## src/rtl/fp_mul_issue_unit.sv

```systemverilog
// fp_mul_issue_unit: sequences IEEE-754 single-precision multiplies into a
// fixed-latency core that has no done output.
// Latency: accept -> core_start 1 cycle; core_start -> out_valid LATENCY+1 cycles.
// Backpressure: in_ready drops while an operation is in flight, and
// out_ready=0 holds the result and blocks new operands.
//
// Ports:
//   clk, reset                    clock (rising edge), async active-high reset
//   in_valid/in_ready/in_a/in_b   operand pair handshake
//   core_idle                     core controller idle flag (registered before use)
//   core_start/core_a/core_b      one-cycle start pulse and held operands to the core
//   core_result                   core product, sampled LATENCY cycles after start
//   out_valid/out_ready/out_result  result handshake
//   busy                          high whenever the unit is not idle
//
// Optional build macro: FP_MUL_ISSUE_ZERO_BYPASS_EN
//   When defined, finite zero operands produce a signed zero directly,
//   without using the core. Zero times Inf/NaN still goes through the core.
module fp_mul_issue_unit #(
  parameter int unsigned LATENCY = 4
) (
  input  logic        clk,
  input  logic        reset,
  input  logic        in_valid,
  output logic        in_ready,
  input  logic [31:0] in_a,
  input  logic [31:0] in_b,
  input  logic        core_idle,
  output logic        core_start,
  output logic [31:0] core_a,
  output logic [31:0] core_b,
  input  logic [31:0] core_result,
  output logic        out_valid,
  input  logic        out_ready,
  output logic [31:0] out_result,
  output logic        busy
);

  localparam int unsigned CNT_W = $clog2(LATENCY + 1);

  typedef enum logic [1:0] {
    S_IDLE  = 2'd0,
    S_ISSUE = 2'd1,
    S_WAIT  = 2'd2,
    S_HOLD  = 2'd3
  } state_t;

  state_t             state_q, state_d;
  logic [CNT_W-1:0]   cnt_q, cnt_d;
  logic [31:0]        core_a_q, core_a_d;
  logic [31:0]        core_b_q, core_b_d;
  logic [31:0]        out_result_q, out_result_d;
  logic               core_idle_q;
  logic               accept;
  logic               in_ready_c;

`ifdef FP_MUL_ISSUE_ZERO_BYPASS_EN
  logic a_zero, b_zero, a_special, b_special, zero_byp;

  // Exponent FF means Inf or NaN: zero times those must go through the
  // core so it can produce the NaN.
  assign a_zero    = (in_a[30:0] == 31'd0);
  assign b_zero    = (in_b[30:0] == 31'd0);
  assign a_special = (in_a[30:23] == 8'hFF);
  assign b_special = (in_b[30:23] == 8'hFF);
  assign zero_byp  = (a_zero | b_zero) & ~a_special & ~b_special;
`endif

  // Register core_idle so start never depends combinationally on it.
  always_ff @(posedge clk or posedge reset) begin
    if (reset) begin
      core_idle_q <= 1'b0;
    end else begin
      core_idle_q <= core_idle;
    end
  end

  always_ff @(posedge clk or posedge reset) begin
    if (reset) begin
      state_q      <= S_IDLE;
      cnt_q        <= '0;
      core_a_q     <= '0;
      core_b_q     <= '0;
      out_result_q <= '0;
    end else begin
      state_q      <= state_d;
      cnt_q        <= cnt_d;
      core_a_q     <= core_a_d;
      core_b_q     <= core_b_d;
      out_result_q <= out_result_d;
    end
  end

  always_comb begin
    state_d      = state_q;
    cnt_d        = cnt_q;
    core_a_d     = core_a_q;
    core_b_d     = core_b_q;
    out_result_d = out_result_q;
    core_start   = 1'b0;
    in_ready_c   = 1'b0;
    out_valid    = 1'b0;
    accept       = 1'b0;

    case (state_q)
      S_IDLE: begin
        in_ready_c = 1'b1;
        accept     = in_valid;
      end

      S_ISSUE: begin
        // Start only when the core reports idle. This state is the only
        // place a start can be issued, so a start can never overlap an
        // operation that is already in flight.
        if (core_idle_q) begin
          core_start = 1'b1;
          cnt_d      = CNT_W'(LATENCY);
          state_d    = S_WAIT;
        end
      end

      S_WAIT: begin
        cnt_d = cnt_q - CNT_W'(1);
        // The count started at LATENCY, so the cycle with count 1 is the
        // LATENCY-th cycle after start, when core_result is stable.
        if (cnt_q == CNT_W'(1)) begin
          out_result_d = core_result;
          state_d      = S_HOLD;
        end
      end

      S_HOLD: begin
        out_valid  = 1'b1;
        in_ready_c = out_ready;
        if (out_ready) begin
          // An operand pair that arrives in the same cycle as the result
          // handshake is taken at once, with no idle bubble in between.
          if (in_valid) begin
            accept = 1'b1;
          end else begin
            state_d = S_IDLE;
          end
        end
      end

      default: begin
        state_d = S_IDLE;
      end
    endcase

    if (accept) begin
      core_a_d = in_a;
      core_b_d = in_b;
      state_d  = S_ISSUE;
`ifdef FP_MUL_ISSUE_ZERO_BYPASS_EN
      if (zero_byp) begin
        out_result_d = {in_a[31] ^ in_b[31], 31'd0};
        state_d      = S_HOLD;
      end
`endif
    end
  end

  // Keep in_ready low while reset is asserted, so nothing looks acceptable
  // before the unit comes out of reset.
  assign in_ready   = in_ready_c & ~reset;
  assign core_a     = core_a_q;
  assign core_b     = core_b_q;
  assign out_result = out_result_q;
  assign busy       = (state_q != S_IDLE);

endmodule

```

## config.mk

```make
export PLATFORM = sky130hd
export DESIGN_NAME = fp_mul_issue_unit
export DESIGN_NICKNAME = d
export VERILOG_FILES = /design/src/rtl/fp_mul_issue_unit.sv
export SDC_FILE = /design/constraint.sdc
export NUM_CORES = 1
export LEC_CHECK = 0
export CORE_ASPECT_RATIO = 1.5
export CORE_MARGIN = 8
export CORE_UTILIZATION = 40
export CTS_CLUSTER_DIAMETER = 60
export CTS_CLUSTER_SIZE = 12
export DETAILED_ROUTE_END_ITERATION = 12
export PLACE_DENSITY = 0.8
export SYNTH_ARGS = -nofsm -noshare
export SYNTH_HDL_FRONTEND = slang
export SYNTH_SLANG_ARGS = --single-unit
```

## constraint.sdc

```tcl
create_clock -name clk -period 3.8 [get_ports clk]
set_clock_uncertainty 0.1 [all_clocks]
set_input_delay 0.57 -clock clk [delete_from_list [all_inputs] [get_ports clk]]
set_output_delay 0.57 -clock clk [all_outputs]
set_load 0.05 [all_outputs]
```

==> impl_metrics.py <==
metrics = {
    "clock_network": {
        "clock_tree.root_cell": "clkbuf_16",
        "cts_setup_buffers": 0,
        "cts_buffers": 9,
        "htreeDepth": 3,
        "cts.sink_count": 102,
        "cts_buffer_depth": 2,
        "clk_pin_slew_ns": 0.06,
        "ctsResizeCount": 0,
        "cts_tree": "done",
        "ctsHoldBuffers": 0,
        "clk_latency_ns": 0.33,
    },
    "worst_setup_path": {
        "critPathLaunchType": "flop",
        "path_class": "reg2out",
        "ff2ff_setup_slack_ns": 1.75,
        "worstPathArrival_ns": 2.19,
        "max_stage_delay_ns": 0.83,
        "reg2regPathDepth": 5,
        "crit_start": "state_q[0]",
        "crit_family": "buffers and inverters",
        "cp-end-kind": "primary output",
        "r2r_start": "state_q[0]",
        "worst-path-buf-inv": 2,
        "cp.required_ns": 3.13,
        "cp_cell_sequence": "inv_1, ha_1, nor3_1, clkdlybuf4s50_1",
        "slowest_stage": "clkdlybuf4s50_1",
        "r2r-end": "core_a[29]",
        "crit_fanout": 4,
    },
    "placed_design": {
        "port_buffers": 200,
        "place.gp.congestion": 0.696,
        "hpwl_um": 8650,
    },
    "synth": {
        "synth_nets": 358,
        "netlist-cell-type-count": 23,
        "synthCells": 251,
        "seq_area_frac_synth_pct": 64.2,
        "synth_top_area_share_pct": 64.2,
        "yosysWarnings": 0,
        "ys_ff_latch": 102,
        "synth_area_leader_cell": "dfrtp_1",
        "syn_area_mm2": 0.00398,
        "synthTopCellsByArea": "dfrtp_1, mux2_2, mux2_1",
        "synth.avg_cell_area_um2": 15.8,
    },
    "detailed_routing": {
        "drt-initial-drc-count": 77,
        "dr.pass1.iters": 4,
        "vias_per_cell": 4.89,
        "drtAntennaViolNets": 0,
        "vias": 2801,
        "drc": 0,
        "wl_per_cell_um": 19.5,
        "wl_um": 11200,
    },
    "flow_run": {
        "cap_violations": 0,
    },
    "floorplan": {
        "start_util_pct": 41.0,
        "io_pins": 201,
        "die_area_mm2": 0.0134,
        "core_area_mm2": 0.00969,
        "num_rows": 44,
        "die_h_um": 138,
        "die_width_um": 97.4,
    },
    "sta": {
        "final.setup.tns_ns": 0,
        "setup_violations": 0,
        "fin_crit_sh_pct": 75.3,
        "fmax_mhz": 349,
        "finalHoldViolCount": 0,
        "slew_headroom_pct": 61.1,
        "rsz0062_at_grt": "false",
        "worst_slew_pin_slew_ns": 0.582,
        "min_period_ns": 2.86,
        "maxSlewViolCount": 0,
    },
    "final_layout": {
        "diodes": 0,
        "num-nets-final": 561,
        "area_growth_pct": 61.6,
        "final_cell_mix": "clkdlybuf4s50_1, dfrtp_1, mux2_2",
        "fillCellCount": 700,
        "final_common_cell": "clkdlybuf4s50_1",
        "final_layout_size_suffix_gt1_share_pct": 21.6,
    },
    "worst_hold_path": {
        "hold_path.class": "reg2reg",
        "holdPathEnd": "core_b[13]",
        "hold_depth": 1,
        "min_from": "core_b[13]",
    },
    "global_route": {
        "antenna_found_initial": 0,
        "track_usage_pct": 16.8,
        "grt_max_degree": 103,
        "first_global_vias": 3166,
        "grt-ovfl-total": 0,
        "grt_pass1_wl_um": 17800,
    },
    "run_status": {
        "outcome": "finished, final reports clean",
    },
}
[cell usage after synthesis]
cell / number
a211o_1: 1
a21oi_1: 4
a221oi_1: 1
and2_1: 1
buf_2: 8
buf_4: 1
buf_6: 2
dfrtp_1: 102
ha_1: 6
inv_1: 7
mux2_1: 16
mux2_2: 80
mux2i_1: 1
nand2_1: 1
nand2b_1: 3
nand3_1: 3
nor2_1: 3
nor2b_1: 1
nor3_1: 2
nor3b_2: 1
o21ai_0: 5
o31ai_1: 1
or2_2: 1
[how the worst max path moves through the flow]
stage | to | slack, ns | cells past startpoint
3_5_place_dp | in_ready | 0.99 | 4
3_3_place_gp | in_ready | 0.98 | 4
4_1_cts | in_ready | 0.90 | 4
6_report | in_ready | 0.94 | 4
2_1_floorplan | cnt_q[0] | 0.45 | 1
5_1_grt | in_ready | 0.84 | 4
[area by class of cell]
class	instances	area, um^2	share of cell area, %
tap	115	144	2.24
clock buffer	12	246	3.84
timing repair buffer	203	2050	31.9
sequential	102	2550	39.7
multi-input combinational	131	1330	20.7
clock inverter	3	68.8	1.07
inverter	7	28.8	0.448
[per-stage QoR]
stage          std cells  worst slack (ns)  area, um^2  util [%]  hold slack (ns)
2_1_floorplan        251             0.455        3980         -            0.374
3_3_place_gp         558             0.976        6110      63.0            0.367
3_5_place_dp         558             0.994        6110      63.0            0.377
4_1_cts              573             0.903        6420      66.3            0.392
5_1_grt              573             0.844        6420      66.3            0.409
6_report             573             0.937        6420      66.3            0.390
[registers in the layout, indices dropped and copies added (netlist names)]
register / flops
cnt_q: 3
core_a: 32
core_b: 32
core_idle_q: 1
out_result: 32
state_q: 2
[worst register-to-register path, cell delays in order (launching register included)]
cell     delay [ns]
dfrtp_1        0.40
inv_1          0.09
ha_1           0.35
nor3b_4        0.25
buf_12         0.36
mux2_2         0.40
[layer usage]
layer	vias up	track usage, %	share of wire, %
li1	1283	-	-
met1	1401	16.1	34
met2	97	31.2	57
met3	20	5.19	5.7
met4	0	8.17	3.0
met5	-	0	0
[logic make-up after synthesis]
| logic type | Yosys count | synth area share (%) |
|---|---|---|
| buf+inv | 18 | 2.42 |
| mux | 97 | 27.4 |
| simple gates | 16 | 2.27 |
| fa+ha+maj | 6 | 1.89 |
| compound gates | 12 | 1.76 |
| flops | 102 | 64.2 |
Power is left out: the tool's default activity adds up to more than one toggle a clock period on the data nets, which glitch-free logic cannot reach.
